**src/rtl/alu_pkg.sv**
```systemverilog
// Shared definitions for the ALU serial command path: opcodes, frame types and CRC4.
package alu_pkg;

    typedef enum logic [2:0] {
        OP_AND = 3'b000,
        OP_OR  = 3'b001,
        OP_ADD = 3'b100,
        OP_SUB = 3'b101
    } operation_t;

    localparam logic DATA_TYPE = 1'b0;
    localparam logic CMD_TYPE  = 1'b1;

    // CRC4, polynomial x^4+x+1, data consumed MSB first.
    function automatic logic [3:0] crc4_generate(input logic [67:0] data, input logic [3:0] seed);
        logic [3:0] crc;
        logic       fb;
        crc = seed;
        for (int unsigned i = 0; i < 68; i++) begin
            fb  = crc[3] ^ data[67 - i];
            crc = {crc[2:0], 1'b0};
            if (fb) crc = crc ^ 4'b0011;
        end
        return crc;
    endfunction

endpackage

```
**src/rtl/alu_sin_frame_rx.sv**
```systemverilog
// Bit-level deframer: start, type, 8 data bits MSB first, stop; one frame per 11 clocks.
module alu_sin_frame_rx
    import alu_pkg::*;
(
    input  logic       clk,
    input  logic       rst_n,
    input  logic       sin,
    output logic       frame_valid,
    output logic       frame_type,
    output logic [7:0] frame_byte,
    output logic       stop_err,
    output logic       frame_active
);

    typedef enum logic [2:0] {
        S_WAIT_IDLE,
        S_IDLE,
        S_TYPE,
        S_DATA,
        S_STOP
    } state_t;

    state_t     state_q;
    logic [2:0] bit_cnt_q;
    logic       type_q;
    logic [7:0] byte_q;
    logic       valid_q;
    logic       stop_err_q;

    always_ff @(posedge clk or negedge rst_n) begin
        if (!rst_n) begin
            state_q    <= S_WAIT_IDLE;
            bit_cnt_q  <= '0;
            type_q     <= DATA_TYPE;
            byte_q     <= '0;
            valid_q    <= 1'b0;
            stop_err_q <= 1'b0;
        end else begin
            valid_q    <= 1'b0;
            stop_err_q <= 1'b0;
            case (state_q)
                S_WAIT_IDLE: if (sin) state_q <= S_IDLE;
                S_IDLE:      if (!sin) state_q <= S_TYPE;
                S_TYPE: begin
                    type_q    <= sin;
                    bit_cnt_q <= '0;
                    state_q   <= S_DATA;
                end
                S_DATA: begin
                    byte_q    <= {byte_q[6:0], sin};
                    bit_cnt_q <= bit_cnt_q + 3'd1;
                    if (bit_cnt_q == 3'd7) state_q <= S_STOP;
                end
                S_STOP: begin
                    // A frame with a bad stop is still reported so the packet layer can flag it.
                    valid_q    <= 1'b1;
                    stop_err_q <= ~sin;
                    state_q    <= sin ? S_IDLE : S_WAIT_IDLE;
                end
                default: state_q <= S_WAIT_IDLE;
            endcase
        end
    end

    assign frame_valid  = valid_q;
    assign frame_type   = type_q;
    assign frame_byte   = byte_q;
    assign stop_err     = stop_err_q;
    assign frame_active = (state_q != S_WAIT_IDLE) && (state_q != S_IDLE);

endmodule

```
**src/rtl/alu_cmd_rx.sv**
```systemverilog
// Packet assembler: 8 DATA frames (B then A) plus one CMD frame -> operands, opcode, error class.
// Build option: ALU_CMD_RX_CRC_EN enables the CRC4 check; otherwise err_crc is tied low.
module alu_cmd_rx
    import alu_pkg::*;
#(
    parameter logic [3:0] CRC_INIT = 4'h0
) (
    input  logic        clk,
    input  logic        rst_n,
    input  logic        sin,
    output logic        out_valid,
    output logic [31:0] A,
    output logic [31:0] B,
    output logic [2:0]  op,
    output logic        err_data,
    output logic        err_crc,
    output logic        err_op,
    output logic        busy
);

    logic       frame_valid;
    logic       frame_type;
    logic [7:0] frame_byte;
    logic       stop_err;
    logic       frame_active;

    alu_sin_frame_rx u_frame (
        .clk          (clk),
        .rst_n        (rst_n),
        .sin          (sin),
        .frame_valid  (frame_valid),
        .frame_type   (frame_type),
        .frame_byte   (frame_byte),
        .stop_err     (stop_err),
        .frame_active (frame_active)
    );

    logic [3:0]  count_q, count_d;
    logic        overflow_q, overflow_d;
    logic        stop_flag_q, stop_flag_d;
    logic [63:0] shreg_q, shreg_d;
    logic        cmd_pend_q, cmd_pend_d;
    logic        cmd_bad_q, cmd_bad_d;
    logic [2:0]  cmd_op_q, cmd_op_d;
    logic        busy_q, busy_d;
    logic        out_valid_q, out_valid_d;
    logic        err_data_q, err_data_d;
    logic        err_crc_q, err_crc_d;
    logic        err_op_q, err_op_d;
    logic [31:0] a_q, a_d;
    logic [31:0] b_q, b_d;
    logic [2:0]  op_q, op_d;
    logic        crc_bad;

`ifdef ALU_CMD_RX_CRC_EN
    logic [3:0] cmd_crc_q;

    always_ff @(posedge clk or negedge rst_n) begin
        if (!rst_n) cmd_crc_q <= '0;
        else if (frame_valid && frame_type == CMD_TYPE) cmd_crc_q <= frame_byte[3:0];
    end

    // The shift register is stable here: the next frame cannot complete for ~10 cycles.
    assign crc_bad = (crc4_generate({shreg_q, 1'b1, cmd_op_q}, CRC_INIT) != cmd_crc_q);
`else
    assign crc_bad = 1'b0;
`endif

    always_comb begin
        count_d     = count_q;
        overflow_d  = overflow_q;
        stop_flag_d = stop_flag_q;
        shreg_d     = shreg_q;
        cmd_pend_d  = 1'b0;
        cmd_bad_d   = cmd_bad_q;
        cmd_op_d    = cmd_op_q;
        out_valid_d = 1'b0;
        err_data_d  = 1'b0;
        err_crc_d   = 1'b0;
        err_op_d    = 1'b0;
        a_d         = a_q;
        b_d         = b_q;
        op_d        = op_q;
        busy_d      = busy_q | frame_active;

        if (frame_valid) begin
            if (frame_type == CMD_TYPE) begin
                cmd_pend_d  = 1'b1;
                cmd_bad_d   = (count_q != 4'd8) | overflow_q | stop_flag_q | stop_err;
                cmd_op_d    = frame_byte[6:4];
                count_d     = '0;
                overflow_d  = 1'b0;
                stop_flag_d = 1'b0;
            end else if (stop_err) begin
                stop_flag_d = 1'b1;
            end else if (count_q == 4'd8) begin
                overflow_d = 1'b1;
            end else begin
                shreg_d = {shreg_q[55:0], frame_byte};
                count_d = count_q + 4'd1;
            end
        end

        if (cmd_pend_q) begin
            out_valid_d = 1'b1;
            busy_d      = 1'b0;
            if (cmd_bad_q) begin
                err_data_d = 1'b1;
            end else if (crc_bad) begin
                err_crc_d = 1'b1;
            end else if (cmd_op_q[1]) begin
                err_op_d = 1'b1;
            end else begin
                b_d  = shreg_q[63:32];
                a_d  = shreg_q[31:0];
                op_d = cmd_op_q;
            end
        end
    end

    always_ff @(posedge clk or negedge rst_n) begin
        if (!rst_n) begin
            count_q     <= '0;
            overflow_q  <= 1'b0;
            stop_flag_q <= 1'b0;
            shreg_q     <= '0;
            cmd_pend_q  <= 1'b0;
            cmd_bad_q   <= 1'b0;
            cmd_op_q    <= '0;
            busy_q      <= 1'b0;
            out_valid_q <= 1'b0;
            err_data_q  <= 1'b0;
            err_crc_q   <= 1'b0;
            err_op_q    <= 1'b0;
            a_q         <= '0;
            b_q         <= '0;
            op_q        <= '0;
        end else begin
            count_q     <= count_d;
            overflow_q  <= overflow_d;
            stop_flag_q <= stop_flag_d;
            shreg_q     <= shreg_d;
            cmd_pend_q  <= cmd_pend_d;
            cmd_bad_q   <= cmd_bad_d;
            cmd_op_q    <= cmd_op_d;
            busy_q      <= busy_d;
            out_valid_q <= out_valid_d;
            err_data_q  <= err_data_d;
            err_crc_q   <= err_crc_d;
            err_op_q    <= err_op_d;
            a_q         <= a_d;
            b_q         <= b_d;
            op_q        <= op_d;
        end
    end

    assign out_valid = out_valid_q;
    assign err_data  = err_data_q;
    assign err_crc   = err_crc_q;
    assign err_op    = err_op_q;
    assign A         = a_q;
    assign B         = b_q;
    assign op        = op_q;
    // A packet stays busy from its first start bit until its result strobe.
    assign busy      = busy_q | frame_active;

endmodule
```
**config.mk**
```make
export PLATFORM = sky130hd
export DESIGN_NAME = alu_cmd_rx
export DESIGN_NICKNAME = d
export VERILOG_FILES = /design/src/rtl/alu_pkg.sv /design/src/rtl/alu_sin_frame_rx.sv /design/src/rtl/alu_cmd_rx.sv
export SDC_FILE = /design/constraint.sdc
export NUM_CORES = 1
export LEC_CHECK = 0
export ABC_AREA = 1
export CORE_ASPECT_RATIO = 1.2
export CORE_MARGIN = 2
export CORE_UTILIZATION = 50
export DETAILED_ROUTE_END_ITERATION = 7
export GPL_TIMING_DRIVEN = 0
export PLACE_DENSITY = 0.8
export SYNTH_ARGS = -nofsm -noshare
export SYNTH_HDL_FRONTEND = slang
export SYNTH_SLANG_ARGS = --single-unit
```
**constraint.sdc**
```tcl
create_clock -name clk -period 1.45 [get_ports clk]
set_input_delay 0.3625 -clock clk [delete_from_list [all_inputs] [get_ports clk]]
set_output_delay 0.3625 -clock clk [all_outputs]
set_load 0.1 [all_outputs]
```
==> flow_summary_export.csv, run 1 <==
group,metric,value,unit
run_status,status,"finished, violations left",
run_status,violations,"negative setup slack",
critical_path,crit_end,"busy",
synthesis,synthMuxAreaShare,0,%
placed_design,dp_slack,-0.6384,ns
synthesis,synth-compound-area-share,14.42,%
sta,final_hold_viol_count,0,
synthesis,synth-edff-count,0,
drt,routed_wl,14.48,mm
floorplanning,die-height,128.6,um
synthesis,synth_xor_area_share,0,%
sta,fmax,633.5,MHz
drt,postRouteAntennaNets,0,
floorplanning,start_util,51.25,%
sta,worst_pin_slew,0.5068,ns
synthesis,synth_adder_area_share,0.7743,%
sta,drv_slew,0,
synthesis,synth_top_family_by_area,"compound AO/OA/AOI/OAI gates",
critical_path,reg2regPathDepth,8,
sta,setup_violations,1,
clock_tree,cts_max_level,4,
power,p_total,12200,uW
synthesis,synth_top_area_share,62.72,%
global_routing,grt_max_degree,99,
drt,drt_iter0_markers,263,
clock_tree,cts_max_path_buffers,2,
critical_path,end_kind,"output port",
synthesis,yosysTopAreaCell,"dfrtp_1",
power,ir_drop,0.9906,mV
synthesis,ys_seq_area_share,62.72,%
layout,layout-drive-gt1-share,29.20,%
synthesis,yosysMostFrequentCell,"nand2_1",
critical_path,cp.required,1.09,ns
synthesis,yosys_warnings,0,
sta,clock_skew,0.006678,ns
synthesis,synth-main-ff-cell,"dfrtp_1",
layout,fin_nets,761,
global_routing,overflow,0,
synthesis,ys_top_cells_by_area,"dfrtp_1 (63%), nand2_1 (11%), o21ai_2 (7.5%)",
power,p_per_area,1440,nW/um2
floorplanning,placementRows,45,
drt,wire_per_inst,15.56,um
clock_tree,ctsRootBufferMaster,"clkbuf_16",
clock_tree,clock_sinks,162,
floorplanning,die_area,13860,um2
synthesis,syn_area_per_cell,10.01,um2
floorplanning,die_w,107.8,um
hold_path,worstHoldPathType,"in2async",
synthesis,synth_commonest_cells,"nand2_1 (183), dfrtp_1 (162), inv_1 (82), o21ai_0 (81), o21ai_2 (55)",
synthesis,syn_area,6464,um2
critical_path,crit_path_start,"u_frame.state_q[1]",
critical_path,cpMaxStageDelayCell,"dfrtp_2",
placed_design,port_buffers,72,
synthesis,async_flop_share,100.0,%
synthesis,synth-simple-area-share,13.53,%
global_routing,grt_pass1_wl,23.63,mm
placed_design,hpwl,9.361,mm
clock_tree,cts_buffers,17,
clock_tree,clkLatencyLatePin,0.42,ns
sta,slew_headroom,66.21,%
clock_tree,cts_tree,"built",
synthesis,synth_cells,646,
drt,routed_via_density,5.153,
layout,diodes,0,
critical_path,cp_cell_sequence,"nor2_4, nand2_2, buf_12",
drt,vias,4797,
sta,rsz0062_at_grt,"true",
critical_path,r2r_end,"shreg_q[33]",
sta,finalWorstSetupSlack,-0.1286,ns
critical_path,cp-start-kind,"flop",
critical_path,cp_max_fo,2,
drt,drt_first_pass_iters,5,
synthesis,ys_types,23,
layout,areaGrowthSynthToFinish,31.07,%
critical_path,rrSetupSlack,0.04,ns
critical_path,r2r_start,"count_q[0]",
floorplanning,io_pins,75,
placed_design,place_congestion,0.8332,
critical_path,slowest_delay,0.43,ns
global_routing,antenna_found_initial,0,
global_routing,grt_pass1_vias,4833,
sta,fin_setup_tns,-0.1286,ns
global_routing,track_usage,22.11,%
synthesis,ys_seq_elements,162,
critical_path,arrival,1.22,ns
drt,drc,0,
run,cap_viol_max_count,0,
floorplanning,core_region_area,12610,um2
power,p_leak,0.003993,uW
critical_path,criticalPathCategory,"reg2out",
sta,min_period,1.579,ns
clock_tree,clk_pin_slew,0.07,ns
sta,fin_crit_sh,108.9,%
[layer usage]
| layer | vias to the layer above | routed length, um | GRT usage [%] |
|---|---|---|---|
| li1 | 2248 | - | - |
| met1 | 2375 | 5684 | 26.90 |
| met2 | 139 | 7571 | 36.88 |
| met3 | 35 | 734 | 5.167 |
| met4 | 0 | 492 | 11.31 |
| met5 | - | 0 | 0 |
[critical path, delay by kind of cell, from the launching register on]
family,cells,cell delay (ns)
buf+inv,1,0.17
flops,1,0.43
simple gates,2,0.19
[flip-flops by register name, summed over array words and instances, names as in the netlist, 3 cells and up]
| name | count |
|---|---|
| A | 32 |
| u_frame.frame_byte | 8 |
| shreg_q | 64 |
| cmd_op_q | 3 |
| u_frame.bit_cnt_q | 3 |
| count_q | 4 |
| u_frame.state_q | 3 |
| B | 32 |
[kinds of logic (layout without fill, tap and decap cells)]
logic type,Yosys count,in the layout
and+or+nand+nor,221,221
adders and majority gates,4,4
other,1,2
DFF,162,162
buffers and inverters,115,235
AOI/OAI and AO/OA,143,143
[metrics by stage]
stage | hold WS (ns) | util [%] | cells | instance area, um2
final | 0.4768 | 67.17 | 931 | 8472
after global routing | 0.5031 | 67.17 | 931 | 8472
after CTS | 0.4796 | 64.74 | 929 | 8165
after detailed placement | 0.3991 | 58.87 | 884 | 7425
after global placement | 0.4571 | 58.64 | 883 | 7396
after floorplan | 0.06691 | - | 647 | 6470
[cell type report]
cell class,count,area [um2]
Timing Repair Buffer,90,1047
Fill cell,903,4140
Clock buffer,20,456.7
Tap cell,164,205.2
Buffer,31,275.3
Clock inverter,12,153.9
Inverter,82,307.8
Sequential cell,162,4059
Multi-Input combinational cell,370,1967
[power by group]
group | internal (uW) | switching, uW
Sequential | 4980 | 305
Combinational | 890 | 1390
Clock | 2810 | 1810
Total | 8680 | 3510
[layout by cell type (no fill, tap or decap), drive strengths merged]
| cell type | synthesis | final |
|---|---|---|
| inv | 82 | 85 |
| nand3b | 1 | 1 |
| conb | 1 | 2 |
| clkinvlp | 0 | 3 |
| and2 | 1 | 1 |
| a22o | 2 | 2 |
| clkinv | 0 | 3 |
| clkdlybuf4s50 | 0 | 1 |
| nand2 | 186 | 186 |
| buf | 26 | 112 |
| dlygate4sd3 | 0 | 1 |
| bufinv | 0 | 3 |
| nor2 | 13 | 13 |
| nor3 | 2 | 2 |
| o21ai | 139 | 139 |
| nand3 | 17 | 17 |
| a21oi | 1 | 1 |
| nand4 | 1 | 1 |
| a21boi | 1 | 1 |
| clkbuf | 7 | 27 |
| dfrtp | 162 | 162 |
| ha | 4 | 4 |
[how the worst min path moves through the flow]
stage,from,end,slack [ns],depth (start not counted)
global route,shreg_q[37],shreg_q[37],0.50,2
floorplan,rst_n,A[0],0.07,0
CTS,B[31],B[31],0.48,2
global placement,B[31],B[31],0.46,2
detailed placement,rst_n,A[2],0.40,1
finish,rst_n,A[1],0.48,2
[what timing repair did]
item                       in CTS  in global routing
setup endpoints to repair     194                227
buffers inserted               11                  3
hold endpoints to repair       64                  0
gates resized for setup       469                 82
pin swaps                       3                  4
cloned                          1                  1
hold buffers                    1                  0
No activity file was read; power rests on OpenSTA's default activity.
==> inputs of run 2 (changes only) <==
- CTS_CLUSTER_SIZE: not set -> 8
==> results of run 2 <==
The final DEF is identical to that of run 1; final timing and power are the same.
